--- src/rtl/adder_tree_acc_ctrl_if.sv ---
`default_nettype none
// ============================================================================
// Module   : adder_tree_acc_ctrl_if
// Purpose  : Bundles the job control, input beat stream, tree operand/sum
//            path and result stream of adder_tree_acc_ctrl.
// Modports : master - job issuer / stream source / tree model / result sink
//            slave  - the sequencer (adder_tree_acc_ctrl)
// Signals  : start, len, busy         - job control
//            in_valid, in_ready, in_data - input beat handshake
//            tree_a, tree_sum         - operand vector to / sum from the tree
//            out_valid, out_ready, out_data - result handshake
// Revision : 1.0 - initial release
// ============================================================================
interface adder_tree_acc_ctrl_if #(
    parameter int IN_WIDTH  = 8,
    parameter int NUM       = 16,
    parameter int OUT_WIDTH = 32,
    parameter int ACC_WIDTH = 40,
    parameter int LEN_WIDTH = 8
) ();
    logic                          start;
    logic [LEN_WIDTH-1:0]          len;
    logic                          busy;
    logic                          in_valid;
    logic                          in_ready;
    logic [NUM*IN_WIDTH-1:0]       in_data;
    logic [NUM*IN_WIDTH-1:0]       tree_a;
    logic signed [OUT_WIDTH-1:0]   tree_sum;
    logic                          out_valid;
    logic                          out_ready;
    logic signed [ACC_WIDTH-1:0]   out_data;

    modport master (
        output start, len, in_valid, in_data, tree_sum, out_ready,
        input  busy, in_ready, tree_a, out_valid, out_data
    );

    modport slave (
        input  start, len, in_valid, in_data, tree_sum, out_ready,
        output busy, in_ready, tree_a, out_valid, out_data
    );
endinterface
`default_nettype wire

--- src/rtl/adder_tree_acc_ctrl.sv ---
`default_nettype none
// ============================================================================
// Module   : adder_tree_acc_ctrl
// Purpose  : Sequencer/accumulator around an external combinational adder
//            tree. After a start pulse it accepts len NUM-lane beats, registers
//            each beat onto the tree input, sums the tree results into a wide
//            signed accumulator and emits one result per job.
// Ports    : clk   - clock, rising edge
//            rst_n - asynchronous active-low reset
//            bus   - adder_tree_acc_ctrl_if.slave (job control, input beats,
//                    tree operand/sum, result handshake)
// Revision : 1.0 - initial release
// ============================================================================
module adder_tree_acc_ctrl #(
    parameter int IN_WIDTH  = 8,
    parameter int NUM       = 16,
    parameter int OUT_WIDTH = 32,
    parameter int ACC_WIDTH = 40,   // must be >= OUT_WIDTH
    parameter int LEN_WIDTH = 8
) (
    input  wire logic            clk,
    input  wire logic            rst_n,
    adder_tree_acc_ctrl_if.slave bus
);
    typedef enum logic [1:0] {
        S_IDLE   = 2'd0,
        S_ACCUM  = 2'd1,
        S_OUTPUT = 2'd2
    } state_t;

    state_t                       r_state;
    logic [LEN_WIDTH-1:0]         r_rem;        // beats still to be accepted
    logic                         r_pipe_v;     // r_tree_a holds a fresh beat
    logic [NUM*IN_WIDTH-1:0]      r_tree_a;
    logic signed [ACC_WIDTH-1:0]  r_acc;
    logic signed [ACC_WIDTH-1:0]  r_out_data;
    logic                         r_out_valid;

    logic                         w_in_ready;
    logic                         w_accept;
    logic signed [ACC_WIDTH-1:0]  w_acc_sum;

    // Outputs are pure functions of registers.
    assign w_in_ready = (r_state == S_ACCUM) && (r_rem != '0);
    assign w_accept   = bus.in_valid && w_in_ready;

    // Sized cast of a signed operand sign-extends the tree sum; the add wraps.
    assign w_acc_sum  = r_acc + ACC_WIDTH'(bus.tree_sum);

    assign bus.busy      = (r_state != S_IDLE);
    assign bus.in_ready  = w_in_ready;
    assign bus.tree_a    = r_tree_a;
    assign bus.out_valid = r_out_valid;
    assign bus.out_data  = r_out_data;

    always_ff @(posedge clk or negedge rst_n) begin
        if (!rst_n) begin
            r_state     <= S_IDLE;
            r_rem       <= '0;
            r_pipe_v    <= 1'b0;
            r_tree_a    <= '0;
            r_acc       <= '0;
            r_out_data  <= '0;
            r_out_valid <= 1'b0;
        end else begin
            case (r_state)
                S_IDLE: begin
                    r_pipe_v <= 1'b0;
                    // A zero-length job is dropped without leaving IDLE.
                    if (bus.start && (bus.len != '0)) begin
                        r_rem   <= bus.len;
                        r_acc   <= '0;
                        r_state <= S_ACCUM;
                    end
                end

                S_ACCUM: begin
                    if (w_accept) begin
                        r_tree_a <= bus.in_data;
                        r_pipe_v <= 1'b1;
                        r_rem    <= r_rem - LEN_WIDTH'(1);
                    end else begin
                        r_pipe_v <= 1'b0;
                    end

                    // tree_sum reflects the beat registered last cycle.
                    // rem==0 here means that beat was the job's last one,
                    // and no further accept can happen this cycle.
                    if (r_pipe_v) begin
                        r_acc <= w_acc_sum;
                        if (r_rem == '0) begin
                            r_out_data  <= w_acc_sum;
                            r_out_valid <= 1'b1;
                            r_state     <= S_OUTPUT;
                        end
                    end
                end

                S_OUTPUT: begin
                    if (bus.out_ready) begin
                        r_out_valid <= 1'b0;
                        r_state     <= S_IDLE;
                    end
                end

                default: begin
                    r_state <= S_IDLE;
                end
            endcase
        end
    end
endmodule
`default_nettype wire

--- src/flat_wrapper.sv ---
// flat-port wrapper written by rule: the top's interface ports become plain ports
module adder_tree_acc_ctrl_flat 
#(
    parameter int IN_WIDTH  = 8,
    parameter int NUM       = 16,
    parameter int OUT_WIDTH = 32,
    parameter int ACC_WIDTH = 40,                          
    parameter int LEN_WIDTH = 8
)
  (clk, rst_n, bus_start, bus_len, bus_in_valid, bus_in_data, bus_tree_sum, bus_out_ready, bus_busy, bus_in_ready, bus_tree_a, bus_out_valid, bus_out_data);
  adder_tree_acc_ctrl_if #(.IN_WIDTH(IN_WIDTH), .NUM(NUM), .OUT_WIDTH(OUT_WIDTH), .ACC_WIDTH(ACC_WIDTH), .LEN_WIDTH(LEN_WIDTH)) bus_i ();
  input  wire logic clk;
  input  wire logic rst_n;
  input wire logic [$bits(bus_i.start)-1:0] bus_start;
  input wire logic [$bits(bus_i.len)-1:0] bus_len;
  input wire logic [$bits(bus_i.in_valid)-1:0] bus_in_valid;
  input wire logic [$bits(bus_i.in_data)-1:0] bus_in_data;
  input wire logic [$bits(bus_i.tree_sum)-1:0] bus_tree_sum;
  input wire logic [$bits(bus_i.out_ready)-1:0] bus_out_ready;
  output wire logic [$bits(bus_i.busy)-1:0] bus_busy;
  output wire logic [$bits(bus_i.in_ready)-1:0] bus_in_ready;
  output wire logic [$bits(bus_i.tree_a)-1:0] bus_tree_a;
  output wire logic [$bits(bus_i.out_valid)-1:0] bus_out_valid;
  output wire logic [$bits(bus_i.out_data)-1:0] bus_out_data;
  assign bus_i.start = bus_start;
  assign bus_i.len = bus_len;
  assign bus_i.in_valid = bus_in_valid;
  assign bus_i.in_data = bus_in_data;
  assign bus_i.tree_sum = bus_tree_sum;
  assign bus_i.out_ready = bus_out_ready;
  assign bus_busy = bus_i.busy;
  assign bus_in_ready = bus_i.in_ready;
  assign bus_tree_a = bus_i.tree_a;
  assign bus_out_valid = bus_i.out_valid;
  assign bus_out_data = bus_i.out_data;
  adder_tree_acc_ctrl #(.IN_WIDTH(IN_WIDTH), .NUM(NUM), .OUT_WIDTH(OUT_WIDTH), .ACC_WIDTH(ACC_WIDTH), .LEN_WIDTH(LEN_WIDTH)) u_core (.clk(clk), .rst_n(rst_n), .bus(bus_i));
endmodule
--- config.mk ---
export PLATFORM = sky130hd
export DESIGN_NAME = adder_tree_acc_ctrl_flat
export DESIGN_NICKNAME = d
export VERILOG_FILES = /design/src/rtl/adder_tree_acc_ctrl_if.sv /design/src/rtl/adder_tree_acc_ctrl.sv /design/src/flat_wrapper.sv
export SDC_FILE = /design/constraint.sdc
export NUM_CORES = 1
export LEC_CHECK = 0
export BUFFER_PORTS_ARGS = -buffer_cell sky130_fd_sc_hd__buf_2
export CORE_ASPECT_RATIO = 1.75
export CORE_MARGIN = 3
export CORE_UTILIZATION = 40
export DETAILED_ROUTE_END_ITERATION = 10
export GPL_TIMING_DRIVEN = 0
export HOLD_SLACK_MARGIN = 0.05
export MAX_ROUTING_LAYER = met4
export PLACE_DENSITY = 0.68
export SLEW_MARGIN = 20
export SYNTH_ARGS = -nofsm -noshare
export SYNTH_HDL_FRONTEND = slang
export SYNTH_SLANG_ARGS = --single-unit
--- constraint.sdc ---
create_clock -name clk -period 2.5 [get_ports clk]
set_input_delay 0.125 -clock clk [delete_from_list [all_inputs] [get_ports clk]]
set_output_delay 0.125 -clock clk [all_outputs]
set_load 0.1 [all_outputs]
==> metrics.txt <==
status=complete, but fails checks; failing checks=setup timing; largest net degree at the start of global routing=96; Die Ht=~220 µm; reg2reg start=u_core.r_acc[0]; Max Clk Rate=around 0.35 GHz; sw power=between 10 and 15 mW; First-pass DRT Iterations=4; pin slew with the least headroom to its limit=between 0.7 and 0.8 ns; Setup TNS=-4.864 ns; CP Capture Type=flip-flop; Pleak=7.360 nW; via/cell ratio=5.275; CP Launch Type=flip-flop; Core Region=about 26000 µm²; Buffers on Ports=343; first-pass GRT wire length=52180 µm; final hold slack=slightly below 0.06 ns; GRT Total Usage=a little under a quarter; most frequent cells in the layout=345 x buf_2, 220 x dfrtp_1, 163 x mux2_2; dpl cell area=approximately 13000 µm²; DPL Wire Length=between 20000 and 25000 µm; reg2reg path depth=13; Die X=between 100 and 150 µm; Comb pwr share=62.5%; CTS buffer count=23; FF-to-FF End=u_core.bus.out_data[38]; Fin. Hold Viols=0; initial antenna violation count=0; CTS max path bufs=3; Synth Area per Inst=roughly 12 µm²; max_cap viols=0; Cells after DPL=roughly 1500; CTS tree=done; residual DRC count=0; Netlist cell types=61; row cnt=slightly below 80; clk root buf=clkbuf_16; critical path class=reg2reg; final worst slack=-0.3737 ns; wire per inst=just under 20 µm; CP Max Fanout=3; Post-synth EDFFs=0; sequential area share after synthesis=52.28%; share of post-route cells with drive strength above 1=about half; switching share of power=53.25%; RSZ-0062 raised after global routing=yes; Worst Path Arrival=between 3 and 4 ns; register-to-register setup slack=-0.37 ns; Worst Skew=0.01125 ns; Min-Delay Path Class=in2async; Post-Layout Cell Count=around 1700; Setup WS pre-CTS=-0.7900 ns; crit path time final=roughly 2.9 ns; fin area=approximately 16000 µm²; 1st-iter DRT viols=about 320; Starting Density=40.56%; commonest non-fill, non-tap cell in the layout=buf_2; final net count=around 1600; Ports=about 340; Slew headroom=approximately 49%; Finish-stage setup viols=28; power density cells=around 1500 nW/µm²; clock power share=between 10% and 20%; antenna-violating nets left=0; Final Core Density=61.34%; Tcrit/Tclk final=114.9%; Tot Pwr=around 24 mW; vias in the first global route=about 10000; # fillers=~2000; Top FF cell, synth=dfrtp_1; die area=around 28000 µm²; Post-Synthesis Cells=approximately 850; vias post-DR=slightly above 9000; Ys Warns=0; gr ovfl total=0; pins over their slew limit=0; Worst EP required=around 2.9 ns; Worst-path clk slew=0.07 ns; clk_lat worst skew=roughly 0.52 ns; clock sink count=220; Post-Route WL=roughly 34000 µm; Yosys reg bits=220; maximum vdd drop=1.117 mV; Mapped Nets=between 1000 and 1500; Reg power frac=between 20% and 30%; FFs w/ async S/R, synth=100.0%; GP Congestion=approximately 0.89; H-tree depth=1; layout overhead on the synthesized area=51.21%; Syn Std Cell Area=~11000 µm²; P_int=11.27 mW; n_diodes=0
-- critical path, stage by stage, from the launching register on --
cell	delay, ns
dfrtp_1	0.36
ha_2	0.20
inv_2	0.04
fa_2	0.35
nand2b_4	0.17
a21oi_4	0.20
o2111ai_4	0.17
a31oi_4	0.34
nor3_2	0.08
a221oi_2	0.24
buf_4	0.16
a221oi_2	0.05
xnor2_1	0.14
mux2_2	0.27
-- synth_stat cells (2+ instances only) --
master / n / share of area (%)
nor2b_1: 8 / 0.48
xor2_1: 13 / 1.1
o21a_1: 2 / 0.14
o21bai_1: 6 / 0.43
o21ai_1: 4 / 0.19
nand3_1: 14 / 0.67
nand2_1: 35 / 1.2
a31oi_1: 12 / 0.71
a21oi_2: 2 / 0.17
or2_2: 2 / 0.12
a311oi_1: 2 / 0.17
nor4_1: 6 / 0.36
xnor2_1: 23 / 1.9
and3_1: 4 / 0.24
nand2b_1: 9 / 0.53
o2111ai_1: 2 / 0.17
o211ai_1: 4 / 0.29
a22o_1: 36 / 3.0
ha_1: 41 / 4.9
and2_1: 2 / 0.12
nor3b_1: 4 / 0.29
mux2i_1: 3 / 0.29
a22oi_1: 2 / 0.14
buf_6: 2 / 0.21
nor3_1: 4 / 0.19
a21oi_1: 47 / 2.2
inv_1: 14 / 0.50
o21ai_0: 29 / 1.4
buf_2: 20 / 0.95
clkbuf_1: 15 / 0.53
a21o_1: 15 / 1.1
mux2_2: 165 / 18
dfrtp_1: 220 / 52
a221oi_2: 2 / 0.29
buf_4: 3 / 0.21
nor2_1: 43 / 1.5
a211oi_1: 5 / 0.36
nand4_1: 6 / 0.36
-- power groups by stage --
stage | logic, mW | clock network, mW | registers, mW
final | 15.1 | 3.47 | 5.56
after global routing | 15.8 | 3.69 | 5.70
after CTS | 14.3 | 3.55 | 5.51
after detailed placement | 13.2 | 0 | 5.51
after global placement | 13.1 | 0 | 5.46
after floorplan | 4.64 | 0 | 11.5
-- final cells by class --
| cell class | instances | area [µm²] | share of cell area (%) |
|---|---|---|---|
| Buffer | 39 | 254.0 | 1.595 |
| Clock buffer | 33 | 683.2 | 4.290 |
| Clock inverter | 8 | 73.82 | 0.4636 |
| Multi-Input combinational cell | 575 | 5451 | 34.24 |
| Timing Repair Buffer | 523 | 3502 | 21.99 |
| Sequential cell | 220 | 5505 | 34.57 |
| Tap cell | 320 | 400.4 | 2.515 |
| Inverter | 14 | 52.55 | 0.3300 |
-- sequential cells by signal (all words and copies together) (netlist names) --
signal	count
u_core.bus.out_valid	1
u_core.r_acc	40
u_core.r_pipe_v	1
u_core.r_state	2
u_core.bus.out_data	40
u_core.r_rem	8
u_core.bus.tree_a	128
-- kinds of logic (layout without fill, tap and decap cells) --
kind of cell	after synthesis	in the layout	synth area share, %
flip-flops	220	220	52.28
AND/OR/NAND/NOR	142	142	6.512
XOR/XNOR	36	36	2.994
multiplexers	168	168	17.93
AO/OA/AOI/OAI	187	187	12.81
adder cells (fa/ha/maj)	42	42	5.062
buffers and inverters	54	617	2.412
-- per-layer routing --
layer	share of wire (%)	vias to the layer above	wire length [µm]	GRT usage (%)
met5	0	-	0	-
met4	4.6	0	1576	10.34
met3	5.3	93	1836	4.130
met2	56	341	19080	45.22
met1	35	4509	11860	23.45
li1	-	4193	-	-
-- repair_timing --
action / in CTS / in global routing
pin swaps: 30 / 26
hold buffers: 140 / 0
gates cloned: 0 / 0
gates resized for setup: 82 / 54
setup endpoints to repair: 152 / 64
setup buffers: 23 / 15
endpoints found under the hold margin: 267 / 0
-- how the worst max path moves through the flow --
stage                                 from                 endpoint  slack [ns]  cells after the start
after global routing       u_core.r_acc[0]  u_core.bus.out_data[32]       -0.46                     13
after global placement               rst_n    u_core.bus.tree_a[92]       -2.63                      1
after detailed placement  u_core.r_acc[19]  u_core.bus.out_data[38]       -0.79                     11
after CTS                 u_core.r_acc[21]  u_core.bus.out_data[38]       -0.32                     12
final                      u_core.r_acc[0]  u_core.bus.out_data[38]       -0.37                     13
after floorplan            u_core.r_acc[0]  u_core.bus.out_data[38]       -0.05                     12
Power figures use the tool's default switching activity.
